===== config.mk =====
export PLATFORM = sky130hd
export DESIGN_NAME = input_vc_unit_flat
export DESIGN_NICKNAME = d
export VERILOG_FILES = /design/src/rtl/input_vc_unit.sv /design/src/rtl/input_vc_unit_if.sv /design/src/flat_wrapper.sv
export SDC_FILE = /design/constraint.sdc
export NUM_CORES = 1
export LEC_CHECK = 0
export CAP_MARGIN = 0
export CORE_MARGIN = 5
export CORE_UTILIZATION = 65
export CTS_BUF_LIST = sky130_fd_sc_hd__clkbuf_4 sky130_fd_sc_hd__clkbuf_8
export DETAILED_ROUTE_END_ITERATION = 16
export PLACE_DENSITY = 0.87
export SYNTH_ARGS = -nofsm -noshare
export SYNTH_HDL_FRONTEND = slang
export SYNTH_SLANG_ARGS = --single-unit

===== constraint.sdc =====
create_clock -name clk -period 9.1 [get_ports clk]
set_clock_uncertainty 0.15 [all_clocks]
set_input_delay 1.365 -clock clk [delete_from_list [all_inputs] [get_ports clk]]
set_output_delay 1.365 -clock clk [all_outputs]
set_load 0.03 [all_outputs]

===== src/rtl/input_vc_unit.sv =====
// Router input-port VC unit: per-VC flit FIFOs, per-VC route latch, allocator
// request/grant row, one-cycle registered dequeue toward the crossbar plus credit return.
package noc_params;
    parameter int unsigned PORT_NUM = 5;
    typedef logic [$clog2(PORT_NUM)-1:0] port_t;
endpackage

module input_vc_unit
    import noc_params::*;
#(
    parameter int unsigned VC_NUM    = 2,
    parameter int unsigned BUF_DEPTH = 4,
    parameter int unsigned FLIT_W    = 64,
    parameter int unsigned DEST_LSB  = 56
) (
    input logic              clk,
    input logic              RST,
    input_vc_unit_if.slave   bus
);
    localparam int unsigned VcW   = (VC_NUM > 1) ? $clog2(VC_NUM) : 1;
    localparam int unsigned PtrW  = $clog2(BUF_DEPTH);
    localparam int unsigned CntW  = PtrW + 1;
    localparam int unsigned PortW = $bits(port_t);

    typedef enum logic [0:0] {StIdle, StActive} vc_state_e;

    logic [FLIT_W-1:0] mem_q    [VC_NUM][BUF_DEPTH];
    logic [PtrW-1:0]   rd_ptr_q [VC_NUM];
    logic [PtrW-1:0]   wr_ptr_q [VC_NUM];
    logic [CntW-1:0]   count_q  [VC_NUM];
    vc_state_e         state_q  [VC_NUM];
    vc_state_e         state_d  [VC_NUM];
    port_t [VC_NUM-1:0] target_q, target_d;

    logic [FLIT_W-1:0] head_flit [VC_NUM];
    logic [VC_NUM-1:0] empty, full, front_is_head, front_is_tail, request, drop_cand;
    logic [VC_NUM-1:0] rd_en, wr_sel, wr_en;
    logic              served_valid, drop_valid, grant_err, overflow;
    logic [VcW-1:0]    served_vc, drop_vc;

    logic [FLIT_W-1:0] flit_out_q;
    logic              flit_out_valid_q, credit_valid_q, error_q;
    port_t             flit_out_port_q;
    logic [VcW-1:0]    credit_vc_q;

    // FIFO front decode and allocator request row
    always_comb begin
        for (int v = 0; v < VC_NUM; v++) begin
            head_flit[v]     = mem_q[v][rd_ptr_q[v]];
            empty[v]         = (count_q[v] == '0);
            full[v]          = (count_q[v] == CntW'(BUF_DEPTH));
            // 00 head, 11 head_tail start a packet; 10 tail, 11 head_tail end one
            front_is_head[v] = (head_flit[v][FLIT_W-1] == head_flit[v][FLIT_W-2]);
            front_is_tail[v] = head_flit[v][FLIT_W-1];
            // Out-of-range port numbers never see credit
            request[v]       = (state_q[v] == StActive) && !empty[v] &&
                               (int'(target_q[v]) < PORT_NUM) && bus.out_ready[target_q[v]];
            drop_cand[v]     = (state_q[v] == StIdle) && !empty[v] && !front_is_head[v];
        end
    end

    // Grant resolution, stray-flit drop, FIFO read/write enables, VC state next
    always_comb begin
        served_valid = 1'b0;
        served_vc    = '0;
        drop_valid   = 1'b0;
        drop_vc      = '0;
        overflow     = 1'b0;
        for (int v = 0; v < VC_NUM; v++) begin
            if (!served_valid && bus.vc_grant[v] && request[v]) begin
                served_valid = 1'b1;
                served_vc    = VcW'(v);
            end
        end
        // A drop shares the single credit return with a grant; the grant wins and
        // the drop simply happens on a later cycle.
        for (int v = 0; v < VC_NUM; v++) begin
            if (!served_valid && !drop_valid && drop_cand[v]) begin
                drop_valid = 1'b1;
                drop_vc    = VcW'(v);
            end
        end
        grant_err = (|(bus.vc_grant & ~request)) || ($countones(bus.vc_grant) > 1);
        for (int v = 0; v < VC_NUM; v++) begin
            rd_en[v]    = (served_valid && served_vc == VcW'(v)) ||
                          (drop_valid && drop_vc == VcW'(v));
            wr_sel[v]   = bus.flit_in_valid && (bus.flit_in_vc == VcW'(v));
            wr_en[v]    = wr_sel[v] && (!full[v] || rd_en[v]);
            overflow    = overflow | (wr_sel[v] && full[v] && !rd_en[v]);
            state_d[v]  = state_q[v];
            target_d[v] = target_q[v];
            unique case (state_q[v])
                StIdle: begin
                    if (!empty[v] && front_is_head[v]) begin
                        state_d[v]  = StActive;
                        target_d[v] = head_flit[v][DEST_LSB +: PortW];
                    end
                end
                StActive: begin
                    if (rd_en[v] && front_is_tail[v]) begin
                        state_d[v] = StIdle;
                    end
                end
                default: state_d[v] = StIdle;
            endcase
        end
    end

    // Flit storage; contents need no reset since occupancy is tracked by count_q
    always_ff @(posedge clk) begin
        for (int v = 0; v < VC_NUM; v++) begin
            if (wr_en[v]) begin
                mem_q[v][wr_ptr_q[v]] <= bus.flit_in;
            end
        end
    end

    // FIFO pointers, occupancy, VC state and route latch
    always_ff @(posedge clk) begin
        for (int v = 0; v < VC_NUM; v++) begin
            if (RST) begin
                rd_ptr_q[v] <= '0;
                wr_ptr_q[v] <= '0;
                count_q[v]  <= '0;
                state_q[v]  <= StIdle;
                target_q[v] <= '0;
            end else begin
                if (wr_en[v]) wr_ptr_q[v] <= wr_ptr_q[v] + PtrW'(1);
                if (rd_en[v]) rd_ptr_q[v] <= rd_ptr_q[v] + PtrW'(1);
                if (wr_en[v] && !rd_en[v]) count_q[v] <= count_q[v] + CntW'(1);
                else if (!wr_en[v] && rd_en[v]) count_q[v] <= count_q[v] - CntW'(1);
                state_q[v]  <= state_d[v];
                target_q[v] <= target_d[v];
            end
        end
    end

    // Registered crossbar output, credit return and sticky error
    always_ff @(posedge clk) begin
        if (RST) begin
            flit_out_q       <= '0;
            flit_out_valid_q <= 1'b0;
            flit_out_port_q  <= '0;
            credit_valid_q   <= 1'b0;
            credit_vc_q      <= '0;
            error_q          <= 1'b0;
        end else begin
            flit_out_valid_q <= served_valid;
            credit_valid_q   <= served_valid | drop_valid;
            if (served_valid) begin
                flit_out_q      <= head_flit[served_vc];
                flit_out_port_q <= target_q[served_vc];
                credit_vc_q     <= served_vc;
            end else if (drop_valid) begin
                credit_vc_q     <= drop_vc;
            end
            error_q <= error_q | grant_err | overflow | drop_valid;
        end
    end

    assign bus.vc_request       = request;
    assign bus.vc_target_port   = target_q;
    assign bus.flit_out         = flit_out_q;
    assign bus.flit_out_valid   = flit_out_valid_q;
    assign bus.flit_out_port    = flit_out_port_q;
    assign bus.credit_out_valid = credit_valid_q;
    assign bus.credit_out_vc    = credit_vc_q;
    assign bus.error            = error_q;
endmodule

===== src/rtl/input_vc_unit_if.sv =====
// Handshake bundle between one router input port's VC unit, its upstream link,
// the switch allocator row and the crossbar. slave = the VC unit, master = its environment.
interface input_vc_unit_if #(
    parameter int unsigned VC_NUM   = 2,
    parameter int unsigned FLIT_W   = 64,
    parameter int unsigned PORT_NUM = 5
);
    localparam int unsigned VcW   = (VC_NUM > 1) ? $clog2(VC_NUM) : 1;
    localparam int unsigned PortW = (PORT_NUM > 1) ? $clog2(PORT_NUM) : 1;

    logic [FLIT_W-1:0]               flit_in;
    logic                            flit_in_valid;
    logic [VcW-1:0]                  flit_in_vc;
    logic [PORT_NUM-1:0]             out_ready;
    logic [VC_NUM-1:0]               vc_request;
    logic [VC_NUM-1:0][PortW-1:0]    vc_target_port;
    logic [VC_NUM-1:0]               vc_grant;
    logic [FLIT_W-1:0]               flit_out;
    logic                            flit_out_valid;
    logic [PortW-1:0]                flit_out_port;
    logic                            credit_out_valid;
    logic [VcW-1:0]                  credit_out_vc;
    logic                            error;

    modport slave (
        input  flit_in, flit_in_valid, flit_in_vc, out_ready, vc_grant,
        output vc_request, vc_target_port, flit_out, flit_out_valid, flit_out_port,
               credit_out_valid, credit_out_vc, error
    );

    modport master (
        output flit_in, flit_in_valid, flit_in_vc, out_ready, vc_grant,
        input  vc_request, vc_target_port, flit_out, flit_out_valid, flit_out_port,
               credit_out_valid, credit_out_vc, error
    );
endinterface


===== src/flat_wrapper.sv =====
// flat-port wrapper written by rule: the top's interface ports become plain ports
module input_vc_unit_flat import noc_params::*;
#(
    parameter int unsigned VC_NUM    = 2,
    parameter int unsigned BUF_DEPTH = 4,
    parameter int unsigned FLIT_W    = 64,
    parameter int unsigned DEST_LSB  = 56
)
  (clk, RST, bus_flit_in, bus_flit_in_valid, bus_flit_in_vc, bus_out_ready, bus_vc_grant, bus_vc_request, bus_vc_target_port, bus_flit_out, bus_flit_out_valid, bus_flit_out_port, bus_credit_out_valid, bus_credit_out_vc, bus_error);
  input_vc_unit_if #(.VC_NUM(VC_NUM), .FLIT_W(FLIT_W)) bus_i ();
  input logic clk;
  input logic RST;
  input wire logic [$bits(bus_i.flit_in)-1:0] bus_flit_in;
  input wire logic [$bits(bus_i.flit_in_valid)-1:0] bus_flit_in_valid;
  input wire logic [$bits(bus_i.flit_in_vc)-1:0] bus_flit_in_vc;
  input wire logic [$bits(bus_i.out_ready)-1:0] bus_out_ready;
  input wire logic [$bits(bus_i.vc_grant)-1:0] bus_vc_grant;
  output wire logic [$bits(bus_i.vc_request)-1:0] bus_vc_request;
  output wire logic [$bits(bus_i.vc_target_port)-1:0] bus_vc_target_port;
  output wire logic [$bits(bus_i.flit_out)-1:0] bus_flit_out;
  output wire logic [$bits(bus_i.flit_out_valid)-1:0] bus_flit_out_valid;
  output wire logic [$bits(bus_i.flit_out_port)-1:0] bus_flit_out_port;
  output wire logic [$bits(bus_i.credit_out_valid)-1:0] bus_credit_out_valid;
  output wire logic [$bits(bus_i.credit_out_vc)-1:0] bus_credit_out_vc;
  output wire logic [$bits(bus_i.error)-1:0] bus_error;
  assign bus_i.flit_in = bus_flit_in;
  assign bus_i.flit_in_valid = bus_flit_in_valid;
  assign bus_i.flit_in_vc = bus_flit_in_vc;
  assign bus_i.out_ready = bus_out_ready;
  assign bus_i.vc_grant = bus_vc_grant;
  assign bus_vc_request = bus_i.vc_request;
  assign bus_vc_target_port = bus_i.vc_target_port;
  assign bus_flit_out = bus_i.flit_out;
  assign bus_flit_out_valid = bus_i.flit_out_valid;
  assign bus_flit_out_port = bus_i.flit_out_port;
  assign bus_credit_out_valid = bus_i.credit_out_valid;
  assign bus_credit_out_vc = bus_i.credit_out_vc;
  assign bus_error = bus_i.error;
  input_vc_unit #(.VC_NUM(VC_NUM), .BUF_DEPTH(BUF_DEPTH), .FLIT_W(FLIT_W), .DEST_LSB(DEST_LSB)) u_core (.clk(clk), .RST(RST), .bus(bus_i));
endmodule

-- Yosys cells after proc, flatten, opt, wreduce, memory -nomap -nowiden
Memories as Yosys holds them, arrays and structs flattened.
Index checks and enable logic that the tools add are counted.
- add/subtract/negate cells: 9
- reductions and logical operators: 63
- magnitude comparators: 13
- bitwise gates (word level): 27
- multiplexer cells: 77
- equality and inequality tests: 4
- operators by type and width (operator ; number):
    $mux 256 ; 4
    $mux 64 ; 9
    $bmux 64 s2 ; 2
    $demux 64 s2 ; 2
    $reduce_or 256->1 ; 1
    $mux 1 ; 46
    $logic_and 1x1->1 ; 38
    $gt 32x2->1 const B ; 1
    $mux 3 ; 6
    $or 1x1->1 ; 15
    $logic_not 1->1 ; 13
    $ge 3x3->1 const B ; 4
    $not 2->3 ; 4
    $add 2x1->2 const B ; 4
    $lt 3x4->1 const B ; 2
    $mux 2 ; 4
    $add 3x1->3 const B ; 2
    $bmux 1 s3 ; 2
    $eq 3x3->1 const B ; 2
    $logic_not 3->1 ; 2
    $lt 3x1->1 const B ; 2
    $lt 3x3->1 const B ; 2
    $sub 3x1->3 const B ; 2
    $logic_or 1x1->1 ; 5
    12 further kinds ; 19
- RAM bits: 528
- memories: 5
- bits in registers: 77
- output and inout port bits: 79
- memory list (name ; depth ; width ; rd ports ; clocked after Yosys merged registers in ; wr ports ; line ; source):
    u_core.mem_q ; 2 ; 256 ; 2 ; 0 ; 1 ; input_vc_unit.sv:27 ; logic [FLIT_W-1:0] mem_q [VC_NUM][BUF_DEPTH];
    u_core.count_q ; 2 ; 3 ; 2 ; 0 ; 2 ; input_vc_unit.sv:30 ; logic [CntW-1:0] count_q [VC_NUM];
    u_core.rd_ptr_q ; 2 ; 2 ; 2 ; 0 ; 2 ; input_vc_unit.sv:28 ; logic [PtrW-1:0] rd_ptr_q [VC_NUM];
    u_core.wr_ptr_q ; 2 ; 2 ; 2 ; 0 ; 2 ; input_vc_unit.sv:29 ; logic [PtrW-1:0] wr_ptr_q [VC_NUM];
    u_core.state_q ; 2 ; 1 ; 2 ; 0 ; 2 ; input_vc_unit.sv:31 ; vc_state_e state_q [VC_NUM];

-- Depth between registers and ports, before layout
An unclocked memory read counts as a cell.
- word-level depth: 31
- mapped depth: 12

-- Least setup slack after synthesis
Ideal clock, no wire load.
- path kind: in2reg
- from: input port bus_out_ready[2]
- to: memory u_core.mem_q[0][0] in the netlist's numbering, enable pin
- setup slack: 4.546 ns
- buffers on the path: 1
- arrival: 3.975 ns
- stages: 7
- cell sequence: a21oi_1 > o221ai_1 > and4_1 > buf_6 > o21a_4 > a31oi_4 > and2_1
- cells in the longest elaborated chain, start to end: 24
- RTL lines (item ; line ; source):
    start, declared ; flat_wrapper.sv:16 ; input wire logic [$bits(bus_i.out_ready)-1:0] bus_out_ready;
    $bmux 1 s3 ; input_vc_unit.sv:57 ; (int'(target_q[v]) < PORT_NUM) && bus.out_ready[target_q[v]];
    $mux 1 (not written as such) ; input_vc_unit.sv:57 ;
    $logic_and 1x1->1 ; input_vc_unit.sv:57 ;
    $logic_and 1x1->1 ; input_vc_unit.sv:70 ; if (!served_valid && bus.vc_grant[v] && request[v]) begin
    $mux 1 ; input_vc_unit.sv:70 ;
    $logic_not 1->1 ; input_vc_unit.sv:70 ;
    $logic_and 1x1->1 (2 in series) ; input_vc_unit.sv:70 ;
    $mux 1 ; input_vc_unit.sv:70 ;
    (+7 left out) ; - ;
    $logic_and 1x1->1 / $not 1->1 (equally long branches) ; input_vc_unit.sv:86 ; (drop_valid && drop_vc == VcW'(v));
    $logic_or 1x1->1 / $logic_and 1x1->1 (equally long branches) ; input_vc_unit.sv:85, input_vc_unit.sv:86 ;
    $logic_or 1x1->1 (on tied branches) ; input_vc_unit.sv:88, input_vc_unit.sv:85 ;
    $logic_and 1x1->1 / $logic_or 1x1->1 (equally long branches) ; input_vc_unit.sv:88 ; wr_en[v] = wr_sel[v] && (!full[v] || rd_en[v]);
    $mux 1 / $logic_and 1x1->1 (equally long branches) ; input_vc_unit.sv:112, input_vc_unit.sv:88 ;
    $mux 256 (not written as such) / $mux 1 (equally long branches) ; input_vc_unit.sv:113, input_vc_unit.sv:112 ;
    $reduce_or 256->1 (no source line) / $mux 256 (equally long branches) ; - ;
    $mux 1 (no source line) / $mux 256 (equally long branches) ; - ;
    end, declared ; input_vc_unit.sv:27 ;
Several ways; a longest one is shown, not always the timed one. The select of a mux whose other input is x is not followed.

-- Worst setup path in the final report
- from: input port bus_out_ready[0]
- to: output port bus_vc_request[1]
- cells in the longest elaborated chain, start to end: 3
- RTL lines (item ; line ; source):
    $bmux 1 s3 ; input_vc_unit.sv:57 ;
    $mux 1 (not written as such) ; input_vc_unit.sv:57 ;
    $logic_and 1x1->1 ; input_vc_unit.sv:57 ;
    end, declared ; flat_wrapper.sv:18 ; output wire logic [$bits(bus_i.vc_request)-1:0] bus_vc_request;
Every way passes these cells. The select of a mux whose other input is x is not followed.

==> results.cfg <==
[logic_synthesis]
yosys_warnings = 0
ys_ff_latch = 605
postSynthCellCount = 1142
ys.flop_type = edfxtp_1
synth_fp_nets = 1229
ys_seq_area_frac = 0.756
synth_area_per_cell_um2 = 20.1
synth_edf_count = 526
yosysUniqueCellTypes = 45
syn_area_mm2 = 0.0230
async_flop_share = 0

[die]
core_mm2 = 0.0347
die_h_um = 198
boundaryPins = 154
initial_core_util = 0.662
die_w_um = 198
rows = 68
dieArea_mm2 = 0.0392

[sta]
fmax_mhz = 214
rsz0062_at_grt = false
tightest_slew_ps = 1090
period_needed_ps = 4680
finalSetupTns_ps = 0
relSlewSlack = 0.274
finalHoldViolations = 0
min_period_over_period = 0.514
finalSetupViolations = 0
timing.final.max_slew_violations = 0

[global_routing]
antenna_found_initial = 5
gr-usage-all-layers = 0.251
grt_pass1_vias = 12697
grt-ovfl-total = 0
grt_max_degree = 88
grt_pass1_wl_mm = 74.1

[critical_path]
cp-start-kind = input pin
r2r_slack_ps = 4760
path_max_fanout = 3
path_class = in2out
arrival_ps = 3160
required_ps = 7590
cp-end-kind = output pin

[cells_and_area]
drive_above_1_share = 0.220
final_nets = 1420
fin_cells = 1867
final_cell_mix = 526 x edfxtp_1, 152 x clkdlybuf4s50_1, 127 x mux4_2
layout_commonest_cell = edfxtp_1
syn_to_final_growth_pct = 16.3

[power_and_ir_drop]
power_density_mw_per_mm2 = 280
peakVddDrop_mv = 0.221
leakage_nw = 8.49
power_mw = 7.48

[clocking]
postCtsSetupRepairBufs = 0
h-tree-depth = 3
root_buffer = clkbuf_8
clk_pin_slew_ps = 60
cts_hold_repair.buffers = 0
cts_resized = 0
cts_made_buffers = 88
clock_latency_ps = 640
cts_tree = done
cts.path.max_buffers = 3
cts.sinks = 605

[detailed_routing]
drt-initial-drc-count = 1224
wl_mm = 48.1
viasPerCell = 6.39
drtPass1Iterations = 6
wl_per_cell_um = 25.7
drtAntennaViolNets = 0
via_count = 11923
drcViolationCount = 0

[placement]
hpwl_mm = 26.0
place.gp.congestion = 0.819
dp.cells = 1698
port_buffers = 153

[run_status]
run_status = completed

[worst_hold_path]
hold_class = reg2reg

[flow_run]
cap_violations = 0
## registers in the layout (all words and copies together), names as in the netlist
name                         cells
u_core.state_q                   2
u_core.bus.credit_out_vc         1
u_core.bus.flit_out_valid        1
u_core.wr_ptr_q                  4
u_core.count_q                   6
u_core.bus.vc_target_port        6
u_core.bus.flit_out             64
u_core.mem_q                   512
u_core.rd_ptr_q                  4
u_core.bus.credit_out_valid      1
u_core.bus.flit_out_port         3
u_core.bus.error                 1
## per-layer routing
| layer | vias up | global-route usage | wire, um |
|---|---|---|---|
| met1 | 6127 | 0.336 | 18700 |
| li1 | 5059 | - | - |
| met2 | 627 | 0.416 | 24600 |
| met4 | 4 | 0.0954 | 1270 |
| met5 | - | 0 | 27 |
| met3 | 106 | 0.0510 | 3470 |
## cell usage after synthesis (5+ instances only)
master / count / area, um2
and2_1: 8 / 50.1
dfxtp_1: 79 / 1580
nor2b_1: 5 / 31.3
ha_1: 11 / 138
mux2i_1: 77 / 771
a21oi_1: 6 / 30.0
mux4_2: 127 / 2860
nor3_1: 10 / 50.1
o21ai_0: 6 / 30.0
edfxtp_1: 526 / 15800
clkbuf_1: 36 / 135
inv_1: 12 / 45.0
and3_1: 6 / 37.5
xnor2_1: 8 / 70.1
a211oi_1: 69 / 518
buf_2: 25 / 125
nand2_1: 11 / 41.3
nor2_1: 82 / 308
## power by group
part           switching (mW)  internal (mW)  total, mW
combinational            1.03          0.861       1.89
clock                    1.02           1.18       2.20
sequential              0.132           3.26       3.40
## critical path, stage by stage
cell and delay, ps:
clkdlybuf4s50_1 510, nand2b_1 90, o221ai_1 300, and3_1 230, clkdlybuf4s50_1 680
## kinds of logic after synthesis
logic type | after synthesis | synth area share
flip-flops | 605 | 0.756
multiplexers | 206 | 0.160
AND/OR/NAND/NOR | 139 | 0.0278
AO/OA/AOI/OAI | 96 | 0.0316
buffers and inverters | 74 | 0.0138
adder cells (fa/ha/maj) | 12 | 0.00686
XOR/XNOR | 10 | 0.00381
## through the flow
stage | utilization | cell area [um2] | hold WS [ps] | setup slack (ps)
3_5_place_dp | 0.718 | 24900 | 346 | 4060
3_3_place_gp | 0.718 | 24900 | 349 | 4150
6_report | 0.770 | 26700 | 362 | 4420
4_1_cts | 0.770 | 26700 | 357 | 4460
2_1_floorplan | - | 23000 | 326 | 4550
5_1_grt | 0.770 | 26700 | 417 | 4290
## path summary, 6_finish.rpt
path | cells past startpoint | from | endpoint
min reg2reg | 2 | u_core.state_q[1]$_SDFF_PP0_ | u_core.state_q[1]$_SDFF_PP0_
max reg2reg | 9 | u_core.count_q[0][0]$_DFFE_PP_ | u_core.mem_q[0][424]$_DFFE_PP_
max | 5 | bus_out_ready[0] | bus_vc_request[1]
min | 2 | u_core.state_q[1]$_SDFF_PP0_ | u_core.state_q[1]$_SDFF_PP0_
## area by class of cell
class / count / area, um2
sequential: 605 / 17400
clock buffer: 128 / 1570
tap: 455 / 569
inverter: 12 / 45.0
multi-input combinational: 463 / 5320
timing repair buffer: 163 / 1600
fill: 1743 / 7980
clock inverter: 37 / 241
antenna: 4 / 10.0
Power figures use the tool's default switching activity.
